$ cat src/rtl/maze_solver_ext.sv
// -----------------------------------------------------------------------------
// maze_solver_ext
// Wall-following maze walker. Starting from a given cell and heading it keeps
// one hand on the wall: it first tries the cell on the hand side, then the cell
// ahead, and turns away from the hand until a free cell is found. Every visited
// cell is marked in the maze memory. A solve ends on reaching a boundary cell
// (exit), after MAX_STEPS moves (timeout), or when all four headings are walled
// (trapped).
//
// Ports
//   clk, rst_n                 clock (posedge), asynchronous active-low reset
//   start                      begin a solve; accepted only when idle or done
//   starting_row/col/dir, hand start cell, heading (0=N 1=E 2=S 3=W) and hand
//                              (0=right wall, 1=left wall), latched with start
//   maze_in                    memory read data (1=wall), valid one cycle after maze_oe
//   row, col                   memory address
//   maze_oe, maze_we           read strobe / path-mark write strobe
//   busy, done                 solve in progress / solve finished
//   result                     01=exit 10=step limit 11=trapped (valid with done)
//   steps                      moves made in the current or last solve
// -----------------------------------------------------------------------------
module maze_solver_ext #(
   parameter int ROW_W     = 6,
   parameter int COL_W     = 6,
   parameter int MAX_ROW   = (1 << ROW_W) - 1,
   parameter int MAX_COL   = (1 << COL_W) - 1,
   parameter int STEP_W    = 12,
   parameter int MAX_STEPS = 4095
) (
   input  logic              clk,
   input  logic              rst_n,
   input  logic              start,
   input  logic [ROW_W-1:0]  starting_row,
   input  logic [COL_W-1:0]  starting_col,
   input  logic [1:0]        starting_dir,
   input  logic              hand,
   input  logic              maze_in,
   output logic [ROW_W-1:0]  row,
   output logic [COL_W-1:0]  col,
   output logic              maze_oe,
   output logic              maze_we,
   output logic              busy,
   output logic              done,
   output logic [1:0]        result,
   output logic [STEP_W-1:0] steps
);

   localparam logic [ROW_W:0]    MAX_ROW_X = (ROW_W+1)'(MAX_ROW);
   localparam logic [COL_W:0]    MAX_COL_X = (COL_W+1)'(MAX_COL);
   localparam logic [ROW_W-1:0]  MAX_ROW_V = ROW_W'(MAX_ROW);
   localparam logic [COL_W-1:0]  MAX_COL_V = COL_W'(MAX_COL);
   localparam logic [STEP_W-1:0] STEP_LIM  = STEP_W'(MAX_STEPS);

   typedef enum logic [2:0] {
      ST_IDLE    = 3'd0,
      ST_START   = 3'd1,
      ST_PROBE_S = 3'd2,
      ST_EVAL_S  = 3'd3,
      ST_PROBE_F = 3'd4,
      ST_EVAL_F  = 3'd5,
      ST_MOVE    = 3'd6,
      ST_DONE    = 3'd7
   } state_t;

   state_t            state_q, state_d;
   logic [ROW_W-1:0]  cur_row_q, cur_row_d;
   logic [COL_W-1:0]  cur_col_q, cur_col_d;
   logic [1:0]        dir_q, dir_d;
   logic              hand_q, hand_d;
   logic [1:0]        turn_q, turn_d;
   logic              off_q, off_d;     // last probe was off-grid: read as wall
   logic [ROW_W-1:0]  row_q, row_d;
   logic [COL_W-1:0]  col_q, col_d;
   logic              oe_q, oe_d;
   logic              we_q, we_d;
   logic              busy_q, busy_d;
   logic              done_q, done_d;
   logic [1:0]        result_q, result_d;
   logic [STEP_W-1:0] steps_q, steps_d;

   // Neighbour of (r,c) in heading d; computed one bit wider so that stepping
   // below 0 or past the last row/column shows up as off-grid.
   function automatic logic [ROW_W+COL_W:0] nb_f(input logic [ROW_W-1:0] r,
                                                input logic [COL_W-1:0] c,
                                                input logic [1:0]       d);
      logic [ROW_W:0] rw;
      logic [COL_W:0] cw;
      rw = {1'b0, r};
      cw = {1'b0, c};
      case (d)
         2'd0:    rw = {1'b0, r} - {{ROW_W{1'b0}}, 1'b1};
         2'd1:    cw = {1'b0, c} + {{COL_W{1'b0}}, 1'b1};
         2'd2:    rw = {1'b0, r} + {{ROW_W{1'b0}}, 1'b1};
         default: cw = {1'b0, c} - {{COL_W{1'b0}}, 1'b1};
      endcase
      return {(rw > MAX_ROW_X) | (cw > MAX_COL_X), rw[ROW_W-1:0], cw[COL_W-1:0]};
   endfunction

   logic [1:0]       side_dir_s, back_dir_s;
   logic             side_off_s, fwd_off_s, back_off_s;
   logic [ROW_W-1:0] side_row_s, fwd_row_s, back_row_s;
   logic [COL_W-1:0] side_col_s, fwd_col_s, back_col_s;
   logic             wall_s, at_edge_s;

   assign side_dir_s = hand_q ? (dir_q - 2'd1) : (dir_q + 2'd1);
   assign back_dir_s = hand_q ? (dir_q + 2'd1) : (dir_q - 2'd1);
   assign {side_off_s, side_row_s, side_col_s} = nb_f(cur_row_q, cur_col_q, side_dir_s);
   assign {fwd_off_s,  fwd_row_s,  fwd_col_s}  = nb_f(cur_row_q, cur_col_q, dir_q);
   assign {back_off_s, back_row_s, back_col_s} = nb_f(cur_row_q, cur_col_q, back_dir_s);
   assign wall_s    = off_q | maze_in;
   assign at_edge_s = (cur_row_q == {ROW_W{1'b0}}) | (cur_row_q == MAX_ROW_V) |
                      (cur_col_q == {COL_W{1'b0}}) | (cur_col_q == MAX_COL_V);

   logic             go_move_s, go_prb_s, prb_off_s;
   logic [ROW_W-1:0] tgt_row_s, prb_row_s;
   logic [COL_W-1:0] tgt_col_s, prb_col_s;

   // Next-state and next-output logic; outputs are set on entry to the state
   // they belong to, so every output comes straight from a flop.
   always_comb begin
      state_d   = state_q;   cur_row_d = cur_row_q; cur_col_d = cur_col_q;
      dir_d     = dir_q;     hand_d    = hand_q;    turn_d    = turn_q;
      off_d     = off_q;     row_d     = row_q;     col_d     = col_q;
      oe_d      = 1'b0;      we_d      = 1'b0;      busy_d    = busy_q;
      done_d    = done_q;    result_d  = result_q;  steps_d   = steps_q;
      go_move_s = 1'b0;      tgt_row_s = fwd_row_s; tgt_col_s = fwd_col_s;
      go_prb_s  = 1'b0;      prb_off_s = side_off_s;
      prb_row_s = side_row_s; prb_col_s = side_col_s;
      case (state_q)
         ST_IDLE, ST_DONE: begin
            if (start) begin
               state_d   = ST_START;
               cur_row_d = starting_row;  cur_col_d = starting_col;
               row_d     = starting_row;  col_d     = starting_col;
               dir_d     = starting_dir;  hand_d    = hand;
               we_d      = 1'b1;          busy_d    = 1'b1;
               done_d    = 1'b0;          result_d  = 2'b00;
               steps_d   = {STEP_W{1'b0}};
            end else begin
               state_d = state_q;
            end
         end
         ST_START: begin
            state_d  = ST_PROBE_S;
            turn_d   = 2'd0;
            go_prb_s = 1'b1;
         end
         ST_PROBE_S: state_d = ST_EVAL_S;
         ST_EVAL_S: begin
            if (!wall_s) begin
               dir_d     = side_dir_s;
               go_move_s = 1'b1;
               tgt_row_s = side_row_s;  tgt_col_s = side_col_s;
            end else begin
               state_d   = ST_PROBE_F;
               go_prb_s  = 1'b1;
               prb_off_s = fwd_off_s;
               prb_row_s = fwd_row_s;   prb_col_s = fwd_col_s;
            end
         end
         ST_PROBE_F: state_d = ST_EVAL_F;
         ST_EVAL_F: begin
            if (!wall_s) begin
               go_move_s = 1'b1;
            end else if (turn_q == 2'd3) begin
               // fourth turn in a row without moving: boxed in
               dir_d    = back_dir_s;
               state_d  = ST_DONE;
               busy_d   = 1'b0;
               done_d   = 1'b1;
               result_d = 2'b11;
            end else begin
               dir_d     = back_dir_s;
               turn_d    = turn_q + 2'd1;
               state_d   = ST_PROBE_F;
               go_prb_s  = 1'b1;
               prb_off_s = back_off_s;
               prb_row_s = back_row_s;  prb_col_s = back_col_s;
            end
         end
         ST_MOVE: begin
            // exit is checked before the step limit
            if (at_edge_s) begin
               state_d  = ST_DONE;  busy_d = 1'b0;  done_d = 1'b1;  result_d = 2'b01;
            end else if (steps_q == STEP_LIM) begin
               state_d  = ST_DONE;  busy_d = 1'b0;  done_d = 1'b1;  result_d = 2'b10;
            end else begin
               state_d  = ST_PROBE_S;
               go_prb_s = 1'b1;
            end
         end
         default: state_d = ST_IDLE;
      endcase

      if (go_move_s) begin
         state_d   = ST_MOVE;
         cur_row_d = tgt_row_s;  cur_col_d = tgt_col_s;
         row_d     = tgt_row_s;  col_d     = tgt_col_s;
         we_d      = 1'b1;
         turn_d    = 2'd0;
         steps_d   = (steps_q == STEP_LIM) ? steps_q : (steps_q + STEP_W'(1));
      end else if (go_prb_s) begin
         // an off-grid neighbour is never read; it is taken as a wall
         off_d = prb_off_s;
         oe_d  = ~prb_off_s;
         if (prb_off_s) begin
            row_d = row_q;      col_d = col_q;
         end else begin
            row_d = prb_row_s;  col_d = prb_col_s;
         end
      end else begin
         off_d = off_q;
      end
   end

   // State and output registers.
   always_ff @(posedge clk or negedge rst_n) begin
      if (!rst_n) begin
         state_q   <= ST_IDLE;
         cur_row_q <= {ROW_W{1'b0}};  cur_col_q <= {COL_W{1'b0}};
         dir_q     <= 2'd0;           hand_q    <= 1'b0;
         turn_q    <= 2'd0;           off_q     <= 1'b0;
         row_q     <= {ROW_W{1'b0}};  col_q     <= {COL_W{1'b0}};
         oe_q      <= 1'b0;           we_q      <= 1'b0;
         busy_q    <= 1'b0;           done_q    <= 1'b0;
         result_q  <= 2'b00;          steps_q   <= {STEP_W{1'b0}};
      end else begin
         state_q   <= state_d;
         cur_row_q <= cur_row_d;      cur_col_q <= cur_col_d;
         dir_q     <= dir_d;          hand_q    <= hand_d;
         turn_q    <= turn_d;         off_q     <= off_d;
         row_q     <= row_d;          col_q     <= col_d;
         oe_q      <= oe_d;           we_q      <= we_d;
         busy_q    <= busy_d;         done_q    <= done_d;
         result_q  <= result_d;       steps_q   <= steps_d;
      end
   end

   assign row     = row_q;
   assign col     = col_q;
   assign maze_oe = oe_q;
   assign maze_we = we_q;
   assign busy    = busy_q;
   assign done    = done_q;
   assign result  = result_q;
   assign steps   = steps_q;

endmodule

$ cat config.mk
export PLATFORM = sky130hd
export DESIGN_NAME = maze_solver_ext
export DESIGN_NICKNAME = d
export VERILOG_FILES = /design/src/rtl/maze_solver_ext.sv
export SDC_FILE = /design/constraint.sdc
export NUM_CORES = 1
export LEC_CHECK = 0
export ABC_AREA = 1
export CAP_MARGIN = 0
export CORE_ASPECT_RATIO = 1.4
export CORE_MARGIN = 8
export CORE_UTILIZATION = 30
export CTS_BUF_LIST = sky130_fd_sc_hd__clkbuf_2 sky130_fd_sc_hd__clkbuf_4 sky130_fd_sc_hd__clkbuf_8
export DETAILED_ROUTE_END_ITERATION = 10
export MAX_ROUTING_LAYER = met4
export SETUP_SLACK_MARGIN = 0.1
export SKIP_LAST_GASP = 1
export SLEW_MARGIN = 20
export SYNTH_ARGS = -nofsm -noshare
export SYNTH_HDL_FRONTEND = slang
export SYNTH_SLANG_ARGS = --single-unit
export TNS_END_PERCENT = 20
$ cat constraint.sdc
create_clock -name clk -period 6.5 [get_ports clk]
set_input_delay 1.3 -clock clk [delete_from_list [all_inputs] [get_ports clk]]
set_output_delay 1.3 -clock clk [all_outputs]
set_load 0.05 [all_outputs]
==> run_results.csv, run 1 <==
group,metric,value,unit
status,status,"complete, no violations",
yosys,synth_top_family_by_area,"simple AND/OR/NAND/NOR gates",
drt,via_count,4656,
drt,routed_wl,14450,um
clock_tree,cts_resized,0,
finish,synthToLayoutAreaGrowth,16.04,%
floorplanning,pin_count,49,
run,maxCapViolCount,0,
yosys,synth_edf_count,0,
min_path,holdPathStages,2,
floorplanning,dieArea,18500,um^2
clock_tree,clock_path_buffers,2,
clock_tree,holdBufCountCts,0,
pwr,powerDensity,603.2,nW/um^2
drt,drtIter0Drc,368,
drt,drc,0,
sta,fin_crit_sh,0.5505,
clock_tree,post_cts_buffers,0,
finish,layout_common_cells,"nand2_1 (240), nand3_1 (83), nor2_1 (82)",
sta,rsz0062_at_grt,"false",
placed_design,pre_cts_slack,2700,ps
floorplanning,initial_core_util,0.3022,
clock_tree,cts-root-buf,"clkbuf_8",
drt,wl_met2,7425,um
drt,top_layer,"met4",
yosys,synth_warnings,0,
yosys,ys_types,40,
placed_design,io_buffers,48,
finish,fillCellCount,1569,
drt,via_per_inst,5.139,
worst_setup_path,reg2reg_slack,2920,ps
global_route,grt_usage,0.1644,
sta,layout_min_cycle_time,3578,ps
global_route,antenna_found_initial,0,
clock_tree,clk_pin_slew,110,ps
global_route,grt_pass1_vias,4502,
pwr,power,3.014,mW
placed_design,place.gp.congestion,0.9694,
clock_tree,htreeDepth,2,
worst_setup_path,cp-end-kind,"register",
finish,diodes,0,
worst_setup_path,ff2ff_path_depth,15,
yosys,syn_inst,683,
floorplanning,core_area,14250,um^2
min_path,hold_start,"busy$_DFFE_PN0P_",
drt,met1Wirelength,5799,um
sta,worstMarginPinSlew,1073,ps
worst_setup_path,critPathLaunchType,"register",
worst_setup_path,critPathMaxFanout,16,
sta,setup_viol,0,
global_route,overflow,0,
yosys,yosysSeqAreaShare,0.2963,
clock_tree,cts_tree,"built",
floorplanning,rows,52,
yosys,synthesis.nets,713,
drt,first_pass_iters,5,
sta,fmax,279.5,MHz
finish,nNetsFinal,747,
clock_tree,cts_buffers,5,
global_route,grt_max_degree,52,
yosys,yosys.area_share.simple,0.4561,
yosys,synth_xor_area_frac,0.02237,
placed_design,dp_hpwl,10950,um
worst_setup_path,startpoint,"dir_q[0]$_DFFE_PN0P_",
finish,seqCellArea,1276,um^2
sta,hold_viol,0,
yosys,synthFlopType,"dfrtp_1",
drt,route.met3.wl,618,um
sta,slew_viol_final,0,
global_route,grt_pass1_wl,22790,um
placed_design,place_inst,899,
yosys,syn-cell-area,4307,um^2
sta,final.setup.tns,0,ps
sta,worst_slack,2922,ps
finish,multi_input_area,2651,um^2
floorplanning,die_h,157.8,um
min_path,min_path_type,"reg -> reg",
clock_tree,clock_sinks,51,
pwr,p_leak,2.412,nW
sta,slew_headroom,0.2821,
drt,wl_per_cell,15.95,um
sta,skew,13.24,ps
pwr,ir_drop,272.0,uV
floorplanning,die_w,117.3,um
worst_setup_path,worst-endpoint-required,6710,ps
yosys,syn_area_per_cell,6.305,um^2
worst_setup_path,path_class,"reg -> reg",
finish,final_cells,906,
finish,final_layout_size_suffix_gt1_frac,0.05439,
worst_setup_path,reg2reg_from,"dir_q[0]$_DFFE_PN0P_",
drt,antenna_left,0,
worst_setup_path,r2r-end,"col[2]$_DFFE_PN0P_",
finish,layout_commonest_cell,"nand2_1",
yosys,synth_seq_cells,51,
yosys,synthMuxAreaShare,0,
clock_tree,clkLatencyLatePin,320,ps
worst_setup_path,arrival,3790,ps
yosys,yosys.area_share.adder,0.03196,
yosys,async_reset_ff_frac,1.000,
yosys,synth_compound_area_frac,0.1052,
min_path,min_to,"busy$_DFFE_PN0P_",
power breakdown:
| group | switching [mW] | leakage [nW] | internal (mW) |
|---|---|---|---|
| clock network | 0.116 | 0.0502 | 0.113 |
| logic | 1.49 | 1.72 | 0.656 |
| registers | 0.186 | 0.644 | 0.450 |
kinds of logic (layout without fill, tap and decap cells):
group	count (synthesis)	after routing
AOI/OAI and AO/OA	75	75
xor gates and xnor gates	11	11
adders and majority gates	11	11
and+or+nand+nor	448	448
DFF	51	51
buffers and inverters	87	121
critical path: stages, from the launching register on:
cell and delay [ps]:
dfrtp_1 810, inv_1 530, ha_1 470, inv_1 60
nand2_1 50, nand2_1 150, nand2_1 240, nor2_1 70
nor2_1 100, nand2_1 60, nand2_1 70, nand3_2 170
a21oi_4 340, inv_2 170, nand2_1 100, nand2_1 50
synth_stat cells (3+ instances only):
cell / n / area share
dfrtp_1: 51 / 0.30
xor2_1: 8 / 0.016
a21oi_1: 20 / 0.023
buf_2: 12 / 0.014
nand2_1: 240 / 0.21
clkbuf_1: 3 / 0.0026
nand4_1: 14 / 0.020
o21ai_0: 31 / 0.036
nand3_2: 4 / 0.0093
ha_1: 11 / 0.032
buf_6: 4 / 0.010
nor2_1: 82 / 0.071
inv_2: 8 / 0.0070
nor3_1: 6 / 0.0070
xnor2_1: 3 / 0.0061
inv_1: 57 / 0.050
o221ai_1: 3 / 0.0061
or2_2: 3 / 0.0044
nand3_1: 83 / 0.096
nand2_2: 4 / 0.0058
o211ai_1: 7 / 0.012
nor2_4: 3 / 0.0078
layout make-up:
class	instances	share of cell area
multi-input combinational	545	0.5305
timing repair buffer	49	0.09664
sequential	51	0.2554
tap	189	0.04732
inverter	65	0.04882
clock buffer	5	0.01377
clock inverter	2	0.007511
routing by layer:
layer  GRT usage  up-vias
met3     0.01336       39
met2      0.2893      141
met5           -        -
li1            -     2286
met4     0.08446        0
met1      0.1800     2190
registers in the layout, indices dropped and copies added (netlist names):
name	flops
busy	1
col	6
cur_col_q	6
cur_row_q	6
dir_q	2
done	1
hand_q	1
maze_oe	1
maze_we	1
off_q	1
result	2
row	6
state_q	3
steps	12
turn_q	2
how the worst max path moves through the flow:
stage,slack (ps),end
global route,2740,col[4]$_DFFE_PN0P_
detailed placement,2700,col[2]$_DFFE_PN0P_
floorplan,3810,col[2]$_DFFE_PN0P_
CTS,2990,col[2]$_DFFE_PN0P_
finish,2920,col[2]$_DFFE_PN0P_
global placement,2800,row[3]$_DFFE_PN0P_
per-stage QoR:
| stage | utilization | hold slack [ps] | instance area [um^2] |
|---|---|---|---|
| 2_1_floorplan | - | 465.9 | 4307 |
| 3_3_place_gp | 0.3433 | 469.1 | 4891 |
| 3_5_place_dp | 0.3433 | 469.8 | 4891 |
| 4_1_cts | 0.3507 | 497.2 | 4997 |
| 5_1_grt | 0.3507 | 517.7 | 4997 |
| 6_report | 0.3507 | 491.0 | 4997 |
No activity file was read; power rests on OpenSTA's default activity.
==> run 2: changes to the inputs <==
clock period = 3 ns   (was 6.5 ns; I/O delays follow)
==> run 2 against run 1 <==
Clock power increased to 2.6 times the previous value; flip-flop and latch count unchanged; register-to-register slack got worse by 2400 ps; total power increased by 130%; non-clock buffer count increased by 18; maximum frequency increased by 42%; via count decreased by 0.49%; cell count increased by 2.1%; critical path type unchanged.
==> run_results.csv, run 2 (same netlist as run 1, synthesis figures left out) <==
group,metric,value,unit
sta,setup_viol,0,
clock_tree,clock_sinks,51,
global_route,grt_pass1_vias,4708,
pwr,p_seq_frac,0.188,
placed_design,dp_hpwl,11600,um
clock_tree,clock_path_buffers,2,
drt,drtIter0Drc,307,
drt,antenna_left,0,
pwr,swShare,0.5779,
floorplanning,pin_count,49,
worst_setup_path,worstSetupEndpoint,"col[5]$_DFFE_PN0P_",
sta,fmax,396.7,MHz
sta,skew,5.358,ps
clock_tree,post_cts_buffers,0,
worst_setup_path,reg2reg_from,"cur_row_q[0]$_DFFE_PN0P_",
drt,wl_per_cell,15.79,um
global_route,grt_usage,0.1681,
clock_tree,clkLatencyLatePin,310,ps
worst_setup_path,cp-end-kind,"register",
sta,slew_viol_final,0,
pwr,ir_drop,655.4,uV
drt,drc,0,
pwr,p_int,2.876,mW
sta,hold_viol,0,
global_route,overflow,0,
clock_tree,cts_resized,0,
worst_setup_path,path_class,"reg -> reg",
finish,synthToLayoutAreaGrowth,19.96,%
pwr,powerDensity,1319,nW/um^2
finish,layout_commonest_cell,"nand2_1",
pwr,p_leak,2.522,nW
worst_setup_path,reg2reg_slack,480,ps
global_route,grt_max_degree,52,
clock_tree,clk_pin_slew,110,ps
sta,layout_min_cycle_time,2521,ps
clock_tree,cts_buffers,5,
finish,nNetsFinal,765,
worst_setup_path,r2r-end,"col[5]$_DFFE_PN0P_",
finish,fin_util,0.3626,
finish,largest_reg_flops,12,
min_path,min_path_type,"in -> async",
sta,holdWs,380.5,ps
drt,via_count,4633,
worst_setup_path,startpoint,"cur_row_q[0]$_DFFE_PN0P_",
floorplanning,rows,52,
pwr,combinationalPowerShare,0.724,
drt,via_per_inst,5.009,
finish,layout_common_cells,"nand2_1 (240), nand3_1 (83), nor2_1 (82)",
sta,fin_crit_sh,0.8403,
status,status,"complete, no violations",
global_route,antenna_found_initial,0,
worst_setup_path,critPathMaxFanout,17,
sta,final.setup.tns,0,ps
floorplanning,initial_core_util,0.3022,
placed_design,io_buffers,48,
finish,diodes,0,
worst_setup_path,critPathLaunchType,"register",
floorplanning,die_w,117.3,um
pwr,clockPowerShare,0.088,
worst_setup_path,worst-endpoint-required,3260,ps
drt,routed_wl,14610,um
worst_setup_path,ff2ff_path_depth,12,
floorplanning,die_h,157.8,um
finish,final_layout_size_suffix_gt1_frac,0.07880,
floorplanning,core_area,14250,um^2
clock_tree,htreeDepth,2,
clock_tree,cts_tree,"built",
floorplanning,dieArea,18500,um^2
pwr,netSwitchingPower,3.937,mW
worst_setup_path,arrival,2780,ps
run,maxCapViolCount,0,
placed_design,place.gp.congestion,0.9356,
sta,worstMarginPinSlew,668.4,ps
clock_tree,holdBufCountCts,0,
sta,rsz0062_at_grt,"false",
global_route,grt_pass1_wl,23430,um
sta,slew_headroom,0.5544,
clock_tree,cts-root-buf,"clkbuf_8",
drt,first_pass_iters,6,
## run 2: changes by cell type in the layout (fill, tap and decap cells not counted), sizes merged
cell and change:
buf +18, bufinv +1, clkinvlp -1, inv +1
## run 2: critical path: stages, from the launching register on
cell,delay [ps]
dfrtp_1,480
inv_1,150
ha_1,320
nand3_2,130
nand2_1,110
nor2_1,270
nand3_2,160
nand3b_4,270
nor2_4,60
a21oi_4,180
buf_4,190
nor2_1,50
nor2_1,90
## run 2: worst min-delay path by stage
stage | to | slack, ps | cells after the start
2_1_floorplan | busy$_DFFE_PN0P_ | 300 | 0
3_3_place_gp | busy$_DFFE_PN0P_ | 470 | 2
3_5_place_dp | busy$_DFFE_PN0P_ | 470 | 2
4_1_cts | cur_col_q[5]$_DFFE_PN0P_ | 420 | 2
5_1_grt | cur_col_q[5]$_DFFE_PN0P_ | 440 | 2
6_report | cur_col_q[1]$_DFFE_PN0P_ | 380 | 2
## run 2: layout make-up
class                      count  area (um^2)
fill                        1540         9082
clock buffer                   5        68.82
inverter                      65        244.0
tap                          189        236.5
sequential                    51         1276
timing repair buffer          67        618.1
multi-input combinational    545         2651
clock inverter                 3        71.32
## run 2: layer usage
metal | routed length (um) | GRT usage | vias up
met3 | 391 | 0.01642 | 42
met1 | 5762 | 0.1715 | 2161
met2 | 7497 | 0.2942 | 121
li1 | - | - | 2309
met5 | 0 | - | -
met4 | 958 | 0.1193 | 0
## run 2: power groups by stage
| stage | combinational (mW) | clock (mW) | sequential [mW] |
|---|---|---|---|
| 5_1_grt | 5.48 | 0.641 | 1.32 |
| 4_1_cts | 4.93 | 0.617 | 1.29 |
| 3_3_place_gp | 4.89 | 0 | 1.31 |
| 6_report | 4.93 | 0.599 | 1.28 |
| 3_5_place_dp | 4.91 | 0 | 1.30 |
| 2_1_floorplan | 3.22 | 0 | 1.62 |
## run 2: through the flow
step / setup slack [ps] / total power, mW / cells / cell area (um^2)
after floorplan: 617.7 / 4.836 / 683 / 4307
after detailed placement: 212.9 / 6.207 / 917 / 5026
after global placement: 228.0 / 6.196 / 917 / 5026
after global routing: 261.6 / 7.440 / 925 / 5166
final: 479.2 / 6.812 / 925 / 5166
after CTS: 459.1 / 6.832 / 925 / 5166
==> run 3: changes to the inputs <==
clock period = 2.25 ns   (was 3 ns; I/O delays follow)
==> run 3 against run 2 <==
Highest routed layer unchanged; non-clock buffer count up 56; sequential share of layout area fell by 2.7 points; critical path depth increased by 1; register-to-register slack worse by 330 ps.
==> run_results.csv, run 3 (same netlist as run 1, synthesis figures left out) <==
group,metric,value,unit
worst_setup_path,path_class,"reg -> reg",
placed_design,io_buffers,48,
sta,fin_crit_sh,0.9329,
clock_tree,clkLatencyLatePin,320,ps
sta,slew_viol_final,0,
sta,layout_min_cycle_time,2099,ps
pwr,powerDensity,1789,nW/um^2
drt,drtIter0Drc,252,
finish,final_layout_size_suffix_gt1_frac,0.2055,
clock_tree,holdBufCountCts,0,
worst_setup_path,crit_top_cell,"nand2_2",
worst_setup_path,critPathLaunchType,"register",
floorplanning,die_h,157.8,um
sta,rsz0062_at_grt,"true",
finish,finalInstanceArea,5828,um^2
clock_tree,clock_sinks,51,
run,maxCapViolCount,0,
clock_tree,cts_buffers,5,
placed_design,place.gp.congestion,1.004,
global_route,grt_max_degree,20,
global_route,overflow,0,
clock_tree,clk_pin_slew,100,ps
clock_tree,htreeDepth,2,
floorplanning,initial_core_util,0.3022,
drt,first_pass_iters,5,
placed_design,dp_hpwl,12640,um
floorplanning,core_area,14250,um^2
worst_setup_path,cp-end-kind,"register",
pwr,p_leak,2.832,nW
sta,fmax,476.4,MHz
worst_setup_path,slowest_delay,470,ps
sta,final.setup.tns,0,ps
floorplanning,rows,52,
worst_setup_path,cp_cell_sequence,"ha_2 > nand2_2 > nor2_2 > nand2_2 > nand2_2 > nor2_4 > nand3_4 > nand3b_4 > nor2_4 > a21oi_4 > clkbuf_16 > nand2_1 > nand2_1",
floorplanning,die_w,117.3,um
finish,fin_util,0.4090,
pwr,ir_drop,705.9,uV
finish,synthToLayoutAreaGrowth,35.33,%
sta,hold_viol,0,
sta,worstMarginPinSlew,511.4,ps
finish,diodes,0,
sta,slew_headroom,0.6580,
worst_setup_path,ff2ff_path_depth,13,
drt,via_per_inst,5.034,
floorplanning,dieArea,18500,um^2
finish,largest_reg_flops,12,
clock_tree,cts-root-buf,"clkbuf_8",
placed_design,place_area,5435,um^2
worst_setup_path,reg2reg_slack,150,ps
worst_setup_path,slowest_stage,"dfrtp_2",
global_route,grt_pass1_vias,4910,
drt,antenna_left,0,
worst_setup_path,arrival,2360,ps
finish,layout_commonest_cell,"nand2_1",
sta,holdWs,45.24,ps
finish,nNetsFinal,822,
finish,layout_common_cells,"nand2_1 (219), nand3_1 (79), nor2_1 (77)",
sta,skew,5.636,ps
drt,wl_per_cell,16.33,um
floorplanning,pin_count,49,
global_route,grt_pass1_wl,25020,um
min_path,min_path_type,"in -> async",
clock_tree,clock_path_buffers,2,
status,status,"complete, no violations",
drt,via_count,4943,
drt,drc,0,
sta,setup_viol,0,
worst_setup_path,critPathMaxFanout,6,
global_route,grt_usage,0.1812,
global_route,antenna_found_initial,0,
clock_tree,cts_tree,"built",
worst_setup_path,worst-endpoint-required,2510,ps
drt,routed_wl,16040,um
## run 3: changes by cell type in the layout (fill, tap and decap cells not counted), moves of 4 or more
| cell | previous run | this run |
|---|---|---|
| buf_4 | 19 | 70 |
| nand2_1 | 240 | 219 |
| nand2_2 | 4 | 18 |
| dfrtp_1 | 51 | 45 |
| dfrtp_2 | 0 | 6 |
| inv_1 | 57 | 51 |
| inv_4 | 0 | 5 |
| nand2_4 | 1 | 6 |
| nor2_1 | 82 | 77 |
| ha_1 | 11 | 7 |
| nand3_1 | 83 | 79 |
## run 3: timing repair
| item | CTS | global route |
|---|---|---|
| cloned | 1 | 1 |
| pin swaps | 2 | 17 |
| endpoints found under the setup margin | 13 | 22 |
| resized for setup | 10 | 55 |
| buffers inserted | 1 | 6 |
## run 3: worst max-delay path, delay by kind of cell, from the launching register on
family | cells | cell delay [ps]
AOI/OAI and AO/OA | 1 | 230
adders and majority gates | 1 | 220
buffers and inverters | 1 | 190
DFF | 1 | 470
and+or+nand+nor | 10 | 940
## run 3: worst paths after layout
path | startpoint | to
max | cur_col_q[0]$_DFFE_PN0P_ | row[0]$_DFFE_PN0P_
min | rst_n | maze_we$_DFF_PN0_
max reg2reg | cur_col_q[0]$_DFFE_PN0P_ | row[0]$_DFFE_PN0P_
min reg2reg | col[0]$_DFFE_PN0P_ | col[0]$_DFFE_PN0P_
max in group asynchronous | rst_n | dir_q[0]$_DFFE_PN0P_
min in group clk | col[0]$_DFFE_PN0P_ | col[0]$_DFFE_PN0P_
## run 3: report_power, final
group	internal [mW]	switching, mW	leakage (nW)
Clock	0.253	0.341	0.0516
Combinational	3.05	5.08	2.14
Sequential	1.31	0.388	0.637
## run 3: per-stage QoR
| step | worst slack (ps) | power, mW | std cells |
|---|---|---|---|
| floorplan | 112.3 | 6.518 | 683 |
| CTS | 95.28 | 9.723 | 975 |
| global placement | -68.19 | 8.982 | 965 |
| detailed placement | -120.7 | 9.005 | 965 |
| finish | 151.0 | 10.43 | 982 |
| global route | 37.70 | 11.28 | 982 |
## run 3: final cells by class
cell class,count,area [um^2]
clock buffers,6,82.58
clock inverters,2,13.76
fillers,1493,8421
inverters,65,256.5
multi-input cells,546,2867
flip-flops and latches,51,1284
well taps,189,236.5
repair buffers,123,1089
## run 3: routing by layer
layer / track usage / vias up / part of all wire
met5: - / - / 0
met4: 0.1132 / 0 / 0.051
li1: - / 2436 / -
met2: 0.3185 / 159 / 0.53
met3: 0.01947 / 49 / 0.037
met1: 0.1884 / 2299 / 0.38
